--- src/rtl/isq_scheduler.sv ---
// Issue-queue scheduler: lowest-free-entry allocation plus age-matrix oldest-ready selection.
// Handshake outputs are combinational from registered busy/age state; flush squashes every entry.
module isq_scheduler #(
  parameter int DEPTH       = 8,
  parameter int INDEX_WIDTH = $clog2(DEPTH)
) (
  input  logic                   clock,
  input  logic                   reset_n,
  input  logic                   flush,
  input  logic                   enq_valid,
  output logic                   enq_ready,
  output logic [DEPTH-1:0]       enq_wr_en,
  output logic [INDEX_WIDTH-1:0] enq_idx,
  input  logic [DEPTH-1:0]       entry_ready,
  output logic                   iss_valid,
  input  logic                   iss_ready,
  output logic [DEPTH-1:0]       iss_sel,
  output logic [INDEX_WIDTH-1:0] iss_idx,
  output logic [DEPTH-1:0]       clear_entry,
  output logic [INDEX_WIDTH:0]   count
);

  logic [DEPTH-1:0]            busy;
  logic [DEPTH-1:0][DEPTH-1:0] older;
  logic [DEPTH-1:0][DEPTH-1:0] older_next;
  logic [DEPTH-1:0]            free;
  logic [DEPTH-1:0]            alloc_oh;
  logic [DEPTH-1:0]            cand;
  logic [DEPTH-1:0]            blocked;
  logic [DEPTH-1:0]            chosen;
  logic                        enq_fire;
  logic                        iss_fire;

  assign free      = ~busy;
  // Two's-complement trick isolates the lowest set bit of the free mask.
  assign alloc_oh  = free & (~free + 1'b1);
  assign enq_ready = ~flush & (|free);
  assign enq_fire  = enq_valid & enq_ready;
  assign enq_wr_en = enq_fire ? alloc_oh : '0;

  always_comb begin
    enq_idx = '0;
    for (int i = 0; i < DEPTH; i++) begin
      if (alloc_oh[i]) enq_idx = enq_idx | INDEX_WIDTH'(i);
    end
  end

  assign cand = busy & entry_ready;

  // An entry is blocked when any older candidate exists; age is a total order over busy entries.
  always_comb begin
    blocked = '0;
    for (int i = 0; i < DEPTH; i++) begin
      for (int j = 0; j < DEPTH; j++) begin
        blocked[i] = blocked[i] | (cand[j] & older[j][i]);
      end
    end
    chosen = cand & ~blocked;
  end

  assign iss_valid = ~flush & (|cand);
  assign iss_sel   = iss_valid ? chosen : '0;
  assign iss_fire  = iss_valid & iss_ready;

  always_comb begin
    iss_idx = '0;
    for (int i = 0; i < DEPTH; i++) begin
      if (chosen[i]) iss_idx = iss_idx | INDEX_WIDTH'(i);
    end
  end

  assign clear_entry = flush ? '1 : (iss_fire ? iss_sel : '0);

  // New entry is younger than everything busy at cycle start; stale rows of free entries stay masked.
  always_comb begin
    older_next = older;
    for (int k = 0; k < DEPTH; k++) begin
      if (enq_wr_en[k]) begin
        older_next[k] = '0;
        for (int j = 0; j < DEPTH; j++) begin
          older_next[j][k] = busy[j];
        end
      end
    end
  end

  always_ff @(posedge clock or negedge reset_n) begin
    if (!reset_n) begin
      busy  <= '0;
      older <= '0;
      count <= '0;
    end else if (flush) begin
      busy  <= '0;
      older <= '0;
      count <= '0;
    end else begin
      busy  <= (busy & ~clear_entry) | enq_wr_en;
      older <= older_next;
      count <= count + {{INDEX_WIDTH{1'b0}}, enq_fire} - {{INDEX_WIDTH{1'b0}}, iss_fire};
    end
  end

endmodule

--- config.mk ---
export PLATFORM = sky130hd
export DESIGN_NAME = isq_scheduler
export DESIGN_NICKNAME = d
export VERILOG_FILES = /design/src/rtl/isq_scheduler.sv
export SDC_FILE = /design/constraint.sdc
export NUM_CORES = 1
export LEC_CHECK = 0
export BUFFER_PORTS_ARGS = -buffer_cell sky130_fd_sc_hd__buf_2
export CELL_PAD_IN_SITES_DETAIL_PLACEMENT = 0
export CELL_PAD_IN_SITES_GLOBAL_PLACEMENT = 1
export CORE_UTILIZATION = 35
export CTS_BUF_LIST = sky130_fd_sc_hd__clkbuf_4 sky130_fd_sc_hd__clkbuf_8
export DETAILED_ROUTE_END_ITERATION = 8
export GPL_TIMING_DRIVEN = 0
export PLACE_DENSITY = 0.67
export SLEW_MARGIN = 10
export SYNTH_ARGS = -nofsm -noshare
export SYNTH_HDL_FRONTEND = slang
export SYNTH_SLANG_ARGS = --single-unit
export TNS_END_PERCENT = 1
--- constraint.sdc ---
create_clock -name clock -period 2.5 [get_ports clock]
set_input_delay 0.125 -clock clock [delete_from_list [all_inputs] [get_ports clock]]
set_output_delay 0.125 -clock clock [all_outputs]
set_load 0.01 [all_outputs]
Yosys cells after proc, flatten, opt, wreduce, memory -nomap -nowiden --
Cells that the tools add are included.
Storage, ports and cells: bits in latches 0, word-level logic and storage cells 324, memories kept 0, ROM bits 0, memory bits (writable) 0, register bits after elaboration 76
Operators by class: shift operators 0, multiply operators 0, add/sub/neg operators 3, muxes and demuxes 83, bitwise logic cells 134, divide/modulo/power cells 0, equality and inequality tests 0, magnitude comparators 0, reduce and logical (&&, ||, !) cells 38
Operators with widths (number):
- $mux W8 | 11
- $reduce_bool A3 Y1 | 28
- $and A1 B1 Y1 | 68
- $mux W64 | 1
- $mux W1 | 56
- $or A1 B1 Y1 | 56
- $and A8 B8 Y8 | 4
- $not A8 Y8 | 4
- $mux W3 | 8
- $mux W9 | 2
- $reduce_bool A2 Y1 | 8
- $reduce_or A8 Y1 | 2
- $add A8 B1 Y8 const B | 1
- $mux W2 | 4
- $or A8 B8 Y8 | 1
- $add A4 B1 Y4 | 1
- $mux W4 | 1
- $sub A4 B1 Y4 | 1
- $not A1 Y1 | 1

Depth between registers and ports, before layout --
Gate-level depths: netlist of the first run.
word-level depth 18, mapped depth 12, depth with buffers taken out 10

Worst setup path after synthesis of the first run --
OpenSTA, ideal clock, no wires.
kind register to register, start point register busy[0], end point register count[2], data arrival time 2.341 ns, library setup time 0.132 ns, data required time 2.368 ns, buffers on the path 2, stages on the path, launching flop included 12, path slack 0.027 ns, clock period less this slack 2.473 ns, path through dfrtp_1 -> and2_1 -> buf_2 -> nand2b_1 -> o311a_1 -> buf_2 -> ha_1 -> inv_1 -> ha_1 -> fa_1 -> xnor2_1 -> nor2_1
Between the ends: cells in the longest elaborated chain, start to end 7, elaborated cells between the ends (all ways) 11, those cells by class add/sub: 2; mux: 1; bitwise: 6; reduce/logical: 2
Ends and longest elaborated chain:
- start: declaration | line 23 | logic [DEPTH-1:0] busy;
- start signal: assignment | line 97 | busy <= (busy & ~clear_entry) | enq_wr_en;
- $not A8 Y8 | line 34 | assign free = ~busy;
- $reduce_or A8 Y1 | line 37 | assign enq_ready = ~flush & (|free);
- $and A1 B1 Y1 | line 37
- $and A1 B1 Y1 | line 38 | assign enq_fire = enq_valid & enq_ready;
- $add A4 B1 Y4 | line 99 | count <= count + {{INDEX_WIDTH{1'b0}}, enq_fire} - {{INDEX_WIDTH{1'b0}}, iss_fire};
- $sub A4 B1 Y4 * | line 99
- $mux W4 * | line 92 | end else if (flush) begin
- end signal: assignment | line 99
- end: declaration | line 20 | output logic [INDEX_WIDTH:0] count
Mark *: on every way between the ends. The rest lies on a longest branch, timed or not. A chain may end at the register's enable or synchronous reset.

Worst setup path after layout of the first run --
start point register busy[3], end point register count[1]
The elaborated chain is that of the path after synthesis.

==> results.sh, run 1 <==
export IMPL_relSlewSlack_pct=34.2
export IMPL_timing_critical_path_to_type="flop"
export IMPL_hpwlAfterDp_mm=9.09
export IMPL_clkTransAtPathRegs_ps=80
export IMPL_power_leakage_nw=2.27
export IMPL_grt_total_usage_pct=24.8
export IMPL_reg2regPathDepth=9
export IMPL_worstPathCellList="nand2_2 -> nand4_1 -> o311a_1 -> buf_6 -> ha_1 -> inv_1 -> ha_2 -> fa_2 -> nor2b_4"
export IMPL_final_critical_path_share_of_the_clock_period_pct=98.1
export IMPL_vdd_ir_drop_max_mv=0.265
export IMPL_drt_drc=0
export IMPL_max_clock_freq_mhz=408
export IMPL_ys_seq_elements=76
export IMPL_floorplan_core_area_um2=10300
export IMPL_timing_worst_setup_path_type="flop to flop"
export IMPL_drv_slew=0
export IMPL_chipWidth_um=105
export IMPL_firstDrtPassIters=5
export IMPL_worst_path_buf_inv=2
export IMPL_synth_async_sr_flop_share_pct=100
export IMPL_finalSetupTns_ps=0
export IMPL_detail_route_iter0_violations=224
export IMPL_critical_path_max_stage_delay_ps=500
export IMPL_start_kind="flop"
export IMPL_final_hold_violation_count=0
export IMPL_final_antenna_net_count=0
export IMPL_hold_ws_ps=128
export IMPL_cts_tree="yes"
export IMPL_avgViaCountPerCell=5.54
export IMPL_yosysUniqueCellTypes=45
export IMPL_worst_clock_skew_on_the_final_layout_ps=9.93
export IMPL_route_vias_total=3437
export IMPL_grt_first_pass_wirelength_mm=20.0
export IMPL_cts_sinks=76
export IMPL_critical_path_top_delay_family="adder cells"
export IMPL_timing_hold_worst_path_depth=3
export IMPL_place_area_um2=4140
export IMPL_core_rowCount=37
export IMPL_max_cap_violations=0
export IMPL_grt_ovfl_total=0
export IMPL_die_h_um=105
export IMPL_final_seq_area_um2=1910
export IMPL_wirelength_mm=13.0
export IMPL_fin_nets=497
export IMPL_max_slew_worst_pin_slew_ps=986
export IMPL_fin_cells=620
export IMPL_multiInputGateArea_um2=1680
export IMPL_worst_path_stages=9
export IMPL_antenna_cells=0
export IMPL_syn_mean_instance_area_um2=8.88
export IMPL_synth_seq_area_share_pct=51.1
export IMPL_p_total_mw=2.52
export IMPL_synth_area_um2=3720
export IMPL_buffers_added_on_ports=43
export IMPL_grt_start_max_net_pins=52
export IMPL_cts_root_buffer="clkbuf_8"
export IMPL_rsz_0062_raised_after_global_routing="yes"
export IMPL_hp_class="input port to flop"
export IMPL_io_pins=49
export IMPL_number_of_synthesized_flops_with_an_enable_pin=0
export IMPL_cts_htree_levels=3
export IMPL_finish_instance_area_um2=4440
export IMPL_number_of_nets_produced_by_synthesis=437
export IMPL_top_flip_flop_cell_by_instance_count_after_synthesis="dfrtp_1"
export IMPL_power_density_nw_per_um2=568
export IMPL_worst_path_max_fanout=7
export IMPL_start_util_pct=36.1
export IMPL_place_gp_congestion=0.834
export IMPL_cts_buffer_depth=2
export IMPL_final_layout_size_suffix_gt1_share_pct=21.1
export IMPL_clock_latency_ps=360
export IMPL_finalWorstPathRequiredPeriod_ps=2450
export IMPL_critPathArrivalTime_ps=2680
export IMPL_post_synth_inst_count=419
export IMPL_status="complete, no violations"
export IMPL_ys_warnings_count=0
export IMPL_placed_cells_incl_taps=599
export IMPL_cts_inserted_buffers=9
export IMPL_grt_pass1_vias=3371
export IMPL_area_growth_synth_to_final_pct=19.3
export IMPL_die_area_um2=11100
export IMPL_post_drt_wl_per_cell_um=20.9
export IMPL_antenna_found_initial=0
export IMPL_final_fill_count=1063
export IMPL_final_setup_violating_endpoints=0
export IMPL_critPathRequiredTime_ps=2720
export IMPL_critical_path_slowest_cell="dfrtp_2"
power breakdown:
group          internal (mW)  leakage, nW  total, mW  switching (mW)
combinational          0.114         1.11      0.318           0.204
clock                  0.476        0.104      0.938           0.462
sequential              1.25         1.05       1.27          0.0158
Yosys cell counts, types with 2 or more instances:
library cell | number | share of area (%)
inv_2 | 2 | 0.20
a22oi_1 | 2 | 0.40
clkbuf_1 | 20 | 2.0
nor3_1 | 10 | 1.3
buf_2 | 9 | 1.2
nand3_1 | 58 | 7.8
a211o_1 | 5 | 1.2
and2_1 | 7 | 1.2
inv_1 | 16 | 1.6
a22o_1 | 2 | 0.47
nand2b_1 | 3 | 0.50
nand2_1 | 77 | 7.8
dfrtp_1 | 76 | 51
and4_1 | 2 | 0.47
and3_1 | 7 | 1.2
a21oi_1 | 21 | 2.8
nand4_1 | 7 | 1.2
o21ai_0 | 11 | 1.5
o21ai_1 | 9 | 1.2
or4_1 | 2 | 0.40
nor2_1 | 13 | 1.3
xnor2_1 | 2 | 0.47
nand3b_1 | 2 | 0.40
nor2b_1 | 11 | 1.8
a31oi_1 | 3 | 0.50
a31o_2 | 2 | 0.47
ha_1 | 4 | 1.3
a211oi_1 | 2 | 0.40
a32o_1 | 4 | 1.1
or3_1 | 3 | 0.50
a21o_1 | 13 | 2.6
state kept, by name, summed over array words and instances, names as in the netlist:
signal / cells
busy: 8
count: 4
older: 64
what timing repair did:
action | 4_1_cts | 5_1_grt
gates cloned | 0 | 0
gates resized for setup | 10 | 15
endpoints found under the hold margin | 25 | 0
endpoints found under the setup margin | 6 | 11
pin swaps | 1 | 2
hold buffers | 1 | 0
buffers inserted | 4 | 1
stage by stage:
step,utilization (%),setup slack [ps]
global placement,39.8,-285
finish,43.0,48.6
global route,43.0,-40.6
floorplan,-,26.9
CTS,42.5,3.12
detailed placement,40.1,-287
final cells by class:
| cell class | count | area share (%) |
|---|---|---|
| repair buffers | 50 | 6.59 |
| clock inverters | 1 | 0.113 |
| plain buffers | 29 | 3.04 |
| inverters | 18 | 1.52 |
| clock buffers | 15 | 4.23 |
| multi-input cells | 295 | 37.7 |
| flip-flops and latches | 76 | 42.9 |
| well taps | 136 | 3.83 |
cell families after synthesis:
| family | count (synthesis) | share of synthesized area, % |
|---|---|---|
| flops | 76 | 51.1 |
| buf+inv | 48 | 5.14 |
| fa+ha+maj | 5 | 1.88 |
| compound gates | 79 | 13.9 |
| simple gates | 208 | 27.3 |
| xor+xnor | 3 | 0.706 |
worst paths after layout:
path | startpoint | slack [ps] | end
worst max-delay path | busy[3] | 50 | count[1]
max in group asynchronous | reset_n | 1680 | busy[4]
worst min-delay path | iss_ready | 130 | busy[0]
worst min register to register | older[46] | 480 | older[46]
worst max register to register | busy[3] | 50 | count[1]
min in group asynchronous | reset_n | 230 | count[0]
layout by cell type (no fill, tap or decap), types with 3 or more instances in the layout:
| cell type | instances |
|---|---|
| nand2_1 | 75 |
| dfrtp_1 | 72 |
| nand3_1 | 58 |
| buf_2 | 50 |
| a21oi_1 | 20 |
| clkbuf_1 | 17 |
| inv_1 | 15 |
| nor2_1 | 13 |
| a21o_1 | 13 |
| clkbuf_8 | 12 |
| o21ai_0 | 11 |
| nor2b_1 | 10 |
| o21ai_1 | 9 |
| nor3_1 | 7 |
| and3_1 | 7 |
| nand4_1 | 7 |
| buf_4 | 6 |
| a211o_1 | 5 |
| and2_1 | 5 |
| a32o_1 | 4 |
| nor3_2 | 4 |
| dfrtp_2 | 4 |
| nand2b_1 | 3 |
| or3_1 | 3 |
| inv_2 | 3 |
| a31oi_1 | 3 |
| ha_1 | 3 |
| clkbuf_4 | 3 |
metal layers:
metal  global-route usage [%]  part of all wire (%)  vias up  routed length, um
met5                        0                     0        -                  0
met4                     10.7                   2.7        0                350
met3                     2.81                   5.7       24                736
met2                     36.8                    45      139               5810
met1                     36.2                    47     1701               6050
li1                         -                     -     1573                  -
worst reg2reg max path: stages (launching register included):
cell and delay (ps):
dfrtp_2 500, nand2_2 110, nand4_1 140, o311a_1 390, buf_6 130, ha_1 260, inv_1 60, ha_2 180
fa_2 430, nor2b_4 130
Power figures use the tool's default switching activity.
==> inputs of run 2 (changes only) <==
Settings changed: CELL_PAD_IN_SITES_DETAIL_PLACEMENT 0 to not set, CELL_PAD_IN_SITES_GLOBAL_PLACEMENT 1 to not set, CORE_UTILIZATION 35 to 54, PLACE_DENSITY 0.67 to 0.77, RECOVER_POWER set to 100.
==> run 2 against run 1 <==
  * The flow now finishes with violations (max-capacitance violations, max-slew violations)
  * Routed wire length down 11%
  * Sequential share of layout area rose by 1.3 points
  * Clock power rose by 4.3%
  * Critical path type unchanged
  * Largest power group unchanged
==> results.sh, run 2 (synthesized netlist as in run 1, its figures left out) <==
export IMPL_floorplan_core_area_um2=6490
export IMPL_cts_inserted_buffers=9
export IMPL_critPathArrivalTime_ps=2650
export IMPL_largest_register_ffs=64
export IMPL_buffers_added_on_ports=43
export IMPL_finalWorstPathRequiredPeriod_ps=2420
export IMPL_reg_top3="older (64), busy (8), count (4)"
export IMPL_clock_latency_ps=350
export IMPL_worst_path_max_fanout=5
export IMPL_firstDrtPassIters=5
export IMPL_worst_setup_path_startpoint="busy[3]"
export IMPL_worstReg2RegStart="busy[3]"
export IMPL_final_design_utilization_pct=66.5
export IMPL_power_density_nw_per_um2=586
export IMPL_fin_nets=498
export IMPL_critical_path_top_delay_family="adder cells"
export IMPL_timing_final_ws_setup_ps=78.2
export IMPL_drt_drc=0
export IMPL_route_vias_total=3602
export IMPL_start_kind="flop"
export IMPL_final_fill_count=581
export IMPL_critPathRequiredTime_ps=2730
export IMPL_cts_root_buffer="clkbuf_8"
export IMPL_final_hold_violation_count=0
export IMPL_hpwlAfterDp_mm=7.92
export IMPL_final_common_cell="nand2_1"
export IMPL_wirelength_mm=11.5
export IMPL_max_clock_freq_mhz=413
export IMPL_place_ws_ps=-250
export IMPL_max_cap_violations=1
export IMPL_relSlewSlack_pct=-5.96
export IMPL_critical_path_slowest_cell="fa_2"
export IMPL_final_critical_path_share_of_the_clock_period_pct=96.9
export IMPL_detail_route_iter0_violations=403
export IMPL_timing_critical_path_to_type="flop"
export IMPL_cts_sinks=76
export IMPL_fin_cells=562
export IMPL_hold_ws_ps=169
export IMPL_place_gp_congestion=0.939
export IMPL_clkTransAtPathRegs_ps=80
export IMPL_final_layout_size_suffix_gt1_share_pct=12.8
export IMPL_max_slew_worst_pin_slew_ps=1590
export IMPL_area_growth_synth_to_final_pct=16.0
export IMPL_final_setup_violating_endpoints=0
export IMPL_worst_path_buf_inv=2
export IMPL_grt_total_usage_pct=33.5
export IMPL_status="finished with violations"
export IMPL_cts_htree_levels=3
export IMPL_cts_tree="yes"
export IMPL_reg2regPathDepth=9
export IMPL_min_delay_start="iss_ready"
export IMPL_start_util_pct=57.3
export IMPL_worst_clock_skew_on_the_final_layout_ps=8.51
export IMPL_core_rowCount=29
export IMPL_grt_ovfl_total=0
export IMPL_cts_buffer_depth=2
export IMPL_drv_slew=27
export IMPL_antenna_cells=0
export IMPL_avgViaCountPerCell=6.41
export IMPL_antenna_found_initial=0
export IMPL_die_h_um=85.0
export IMPL_grt_start_max_net_pins=51
export IMPL_failing_checks="max-capacitance violations, max-slew violations"
export IMPL_grt_first_pass_wirelength_mm=18.1
export IMPL_grt_pass1_vias=3488
export IMPL_placed_cells_incl_taps=540
export IMPL_io_pins=49
export IMPL_timing_worst_setup_path_type="flop to flop"
export IMPL_layout_common_cells="nand2_1 (75), dfrtp_1 (70), nand3_1 (58)"
export IMPL_die_area_um2=7230
export IMPL_worstPathCellList="buf_4 -> nand4_2 -> nor2_2 -> a31o_2 -> ha_1 -> inv_1 -> ha_2 -> fa_2 -> nor2b_2"
export IMPL_top_register_by_number_of_flip_flops="older"
export IMPL_critical_path_max_stage_delay_ps=420
export IMPL_worst_path_stages=9
export IMPL_chipWidth_um=85.0
export IMPL_final_antenna_net_count=0
export IMPL_power_leakage_nw=2.13
export IMPL_timing_hold_worst_path_depth=3
export IMPL_vdd_ir_drop_max_mv=0.276
export IMPL_post_drt_wl_per_cell_um=20.5
export IMPL_hp_class="input port to flop"
run 2: cell count changes in the layout (fill, tap and decap cells not counted), moves of 3 or more:
| cell | delta |
|---|---|
| and2_0 | +4 |
| inv_2 | -3 |
| nor3_2 | -3 |
| buf_2 | -34 |
| clkbuf_1 | +35 |
| nor3_1 | +3 |
| o21ai_0 | +7 |
| o21ai_1 | -7 |
| inv_1 | +3 |
run 2: timing repair:
| action | 4_1_cts | 5_1_grt |
|---|---|---|
| setup endpoints to repair | 4 | 3 |
| buffers inserted | 3 | 6 |
| resized for setup | 6 | 11 |
| hold buffers | 1 | 0 |
| pin swaps | 1 | 3 |
| endpoints found under the hold margin | 26 | 0 |
run 2: area by class of cell:
| type | count | area [um^2] | area share, % |
|---|---|---|---|
| Tap cell | 77 | 96.3 | 2.23 |
| Inverter | 18 | 67.6 | 1.56 |
| Clock buffer | 12 | 159 | 3.68 |
| Buffer | 26 | 111 | 2.58 |
| Sequential cell | 76 | 1910 | 44.2 |
| Clock inverter | 4 | 47.5 | 1.10 |
| Timing Repair Buffer | 54 | 277 | 6.40 |
| Multi-Input combinational cell | 295 | 1650 | 38.2 |
run 2: path summary, 6_finish.rpt:
| kind | end | slack, ps |
|---|---|---|
| worst max-delay path | count[1] | 80 |
| worst min-delay path | busy[0] | 170 |
| worst max register to register | count[1] | 80 |
| worst min register to register | older[15] | 480 |
| max in group asynchronous | busy[1] | 760 |
| min in group asynchronous | count[1] | 710 |
run 2: report_power, final:
part | switching, mW | total, mW | internal, mW | leakage [nW]
combinational | 0.192 | 0.287 | 0.0949 | 0.974
sequential | 0.0145 | 1.26 | 1.25 | 1.05
clock | 0.454 | 0.978 | 0.524 | 0.106
run 2: per-stage QoR:
| step | area [um^2] | total power, mW | TNS (ps) |
|---|---|---|---|
| 3_5_place_dp | 4060 | 1.56 | -594 |
| 2_1_floorplan | 3720 | 1.44 | 0 |
| 4_1_cts | 4290 | 2.52 | 0 |
| 6_report | 4320 | 2.53 | 0 |
| 3_3_place_gp | 4030 | 1.55 | -536 |
| 5_1_grt | 4320 | 2.60 | -7.38 |
run 2: routing by layer:
layer,wire (um),vias up,track usage (%),share of wire (%)
li1,-,1576,-,-
met1,4800,1715,47.4,42
met2,4980,251,49.8,43
met3,1190,60,5.06,10
met4,542,0,18.3,4.7
met5,0,-,0,0
run 2: worst min-delay path, delay by kind of cell:
family	cells	cell delay (ps)
AOI/OAI and AO/OA	1	70
buffers and inverters	1	120
and+or+nand+nor	1	170
==> inputs of run 3 (changes only) <==
--- a/config.mk
+++ b/config.mk
@@ -7,9 +7,9 @@
 export LEC_CHECK = 0
 export BUFFER_PORTS_ARGS = -buffer_cell sky130_fd_sc_hd__buf_2
-export CORE_UTILIZATION = 54
+export CORE_UTILIZATION = 55
 export CTS_BUF_LIST = sky130_fd_sc_hd__clkbuf_4 sky130_fd_sc_hd__clkbuf_8
 export DETAILED_ROUTE_END_ITERATION = 8
 export GPL_TIMING_DRIVEN = 0
-export PLACE_DENSITY = 0.77
+export PLACE_DENSITY = 0.76
 export RECOVER_POWER = 100
 export SLEW_MARGIN = 10
==> constraint.sdc (replaced) <==
create_clock -name clock -period 2.45 [get_ports clock]
set_input_delay 0.245 -clock clock [delete_from_list [all_inputs] [get_ports clock]]
set_output_delay 0.245 -clock clock [all_outputs]
set_load 0.01 [all_outputs]
==> run 3 against run 2 <==
  * Setup slack lost 120 ps
  * Routed wire length grew 2.2%
  * Critical path type is now flop to output pin
  * Critical path depth shrank 2
  * Clock-buffer cell count is the same
  * Sequential cell count is the same
  * Largest cell class unchanged
  * Utilization grew 2.3 points
  * The run ends with design-rule violations, negative setup slack left
  * Combinational power grew 10%
==> results.sh, run 3 (synthesized netlist as in run 1, its figures left out) <==
export IMPL_status="finished with violations"
export IMPL_failing_checks="design-rule violations, negative setup slack"
export IMPL_drv_slew=0
export IMPL_critPathRequiredTime_ps=2200
export IMPL_final_critical_path_share_of_the_clock_period_pct=102
export IMPL_critical_path_max_stage_delay_ps=450
export IMPL_place_ws_ps=-237
export IMPL_worst_setup_path_endpoint="iss_idx[0]"
export IMPL_grt_pass1_vias=3414
export IMPL_area_growth_synth_to_final_pct=19.3
export IMPL_grt_first_pass_wirelength_mm=18.3
export IMPL_timing_final_ws_setup_ps=-37.0
export IMPL_final_setup_violating_endpoints=3
export IMPL_worst_r2r_dst="count[1]"
export IMPL_chipWidth_um=84.3
export IMPL_wirelength_mm=11.8
export IMPL_critical_path_slowest_cell="clkbuf_1"
export IMPL_cts_sinks=76
export IMPL_grt_start_max_net_pins=55
export IMPL_reg_top3="older (64), busy (8), count (4)"
export IMPL_finish_instance_area_um2=4440
export IMPL_timing_critical_path_to_type="output pin"
export IMPL_final_common_cell="nand2_1"
export IMPL_final_hold_violation_count=0
export IMPL_relSlewSlack_pct=10.4
export IMPL_fin_cells=562
export IMPL_floorplan_core_area_um2=6460
export IMPL_route_layer_met1_wl_mm=4.78
export IMPL_worst_path_max_fanout=10
export IMPL_io_pins=49
export IMPL_hp_class="input port to flop"
export IMPL_cts_buffer_depth=2
export IMPL_reg2regPathDepth=9
export IMPL_antenna_found_initial=0
export IMPL_p_total_mw=2.63
export IMPL_top_layer_used_by_detailed_routing="met4"
export IMPL_met3RoutedLength_mm=1.30
export IMPL_drt_drc=8
export IMPL_hold_ws_ps=263
export IMPL_placed_cells_incl_taps=540
export IMPL_final_layout_size_suffix_gt1_share_pct=19.8
export IMPL_worstReg2RegStart="busy[0]"
export IMPL_avgViaCountPerCell=6.43
export IMPL_max_cap_violations=0
export IMPL_start_kind="flop"
export IMPL_max_clock_freq_mhz=402
export IMPL_cts_htree_levels=3
export IMPL_cts_root_buffer="clkbuf_8"
export IMPL_final_antenna_net_count=0
export IMPL_place_gp_congestion=0.966
export IMPL_top_register_by_number_of_flip_flops="older"
export IMPL_detail_route_iter0_violations=518
export IMPL_finalWorstPathRequiredPeriod_ps=2490
export IMPL_route_vias_total=3612
export IMPL_largest_register_ffs=64
export IMPL_antenna_cells=0
export IMPL_firstDrtPassIters=8
export IMPL_hpwlAfterDp_mm=8.00
export IMPL_power_leakage_nw=2.25
export IMPL_clkTransAtPathRegs_ps=80
export IMPL_rsz_0062_raised_after_global_routing="yes"
export IMPL_clock_latency_ps=360
export IMPL_worstPathCellList="buf_4 -> clkbuf_1 -> nand3_1 -> nand4_1 -> nor3_4 -> or4_1 -> buf_2"
export IMPL_critPathArrivalTime_ps=2240
export IMPL_cts_inserted_buffers=9
export IMPL_start_util_pct=57.6
export IMPL_die_area_um2=7100
export IMPL_cts_tree="yes"
export IMPL_power_density_nw_per_um2=592
export IMPL_core_rowCount=29
export IMPL_place_area_um2=4070
export IMPL_buffers_added_on_ports=43
export IMPL_grt_total_usage_pct=34.6
export IMPL_timing_worst_setup_path_type="flop to output pin"
export IMPL_fin_nets=499
export IMPL_r2r_slack_ps=0
export IMPL_post_drt_wl_per_cell_um=20.9
export IMPL_die_h_um=84.3
export IMPL_layout_common_cells="nand2_1 (76), dfrtp_1 (73), nand3_1 (58)"
export IMPL_worst_setup_path_startpoint="busy[3]"
export IMPL_vdd_ir_drop_max_mv=0.496
export IMPL_grt_ovfl_total=0
export IMPL_worst_clock_skew_on_the_final_layout_ps=10.5
export IMPL_routed_wl_met2_mm=5.29
export IMPL_max_slew_worst_pin_slew_ps=1340
-- run 3: how the worst min path moves through the flow --
| stage | start | end | slack [ps] | cells after the start |
|---|---|---|---|---|
| after floorplan | reset_n | busy[0] | -50 | 0 |
| after global placement | older[15] | older[15] | 460 | 1 |
| after detailed placement | reset_n | count[2] | 170 | 1 |
| after CTS | iss_ready | busy[0] | 250 | 3 |
| after global routing | iss_ready | busy[0] | 260 | 3 |
| final | iss_ready | busy[0] | 260 | 3 |
-- run 3: cell type report --
cell class | count | area, um^2
multi-input cells | 295 | 1730
inverters | 18 | 67.6
flip-flops and latches | 76 | 1910
clock inverters | 3 | 45.0
plain buffers | 27 | 126
repair buffers | 54 | 309
well taps | 77 | 96.3
clock buffers | 12 | 165
fillers | 545 | 2020
-- run 3: worst max-delay path, delay by kind of cell, from the launching register on --
kind / cells / cell delay [ps]
buffers and inverters: 3 / 730
DFF: 1 / 390
and+or+nand+nor: 4 / 760
-- run 3: layer usage --
layer | GRT usage (%) | vias up
met5 | 0 | -
met4 | 18.0 | 0
met3 | 4.92 | 44
met2 | 51.6 | 252
met1 | 49.5 | 1738
li1 | - | 1578
-- run 3: through the flow --
step / TNS [ps] / util, %
6_report: -48.9 / 68.8
2_1_floorplan: -3.78 / -
3_5_place_dp: -651 / 63.0
5_1_grt: -446 / 68.8
4_1_cts: -22.6 / 67.3
3_3_place_gp: -553 / 62.5
-- run 3: report_power, final --
group	internal (mW)	switching, mW
clock	0.549	0.475
sequential	1.27	0.0156
combinational	0.111	0.204
-- run 3: repair_timing --
| item | in CTS | in global routing |
|---|---|---|
| cloned | 0 | 0 |
| pin swaps | 3 | 4 |
| hold buffers | 1 | 0 |
| buffers inserted | 5 | 4 |
| setup endpoints to repair | 19 | 17 |
| hold endpoints to repair | 22 | 0 |
| gates resized for setup | 12 | 16 |
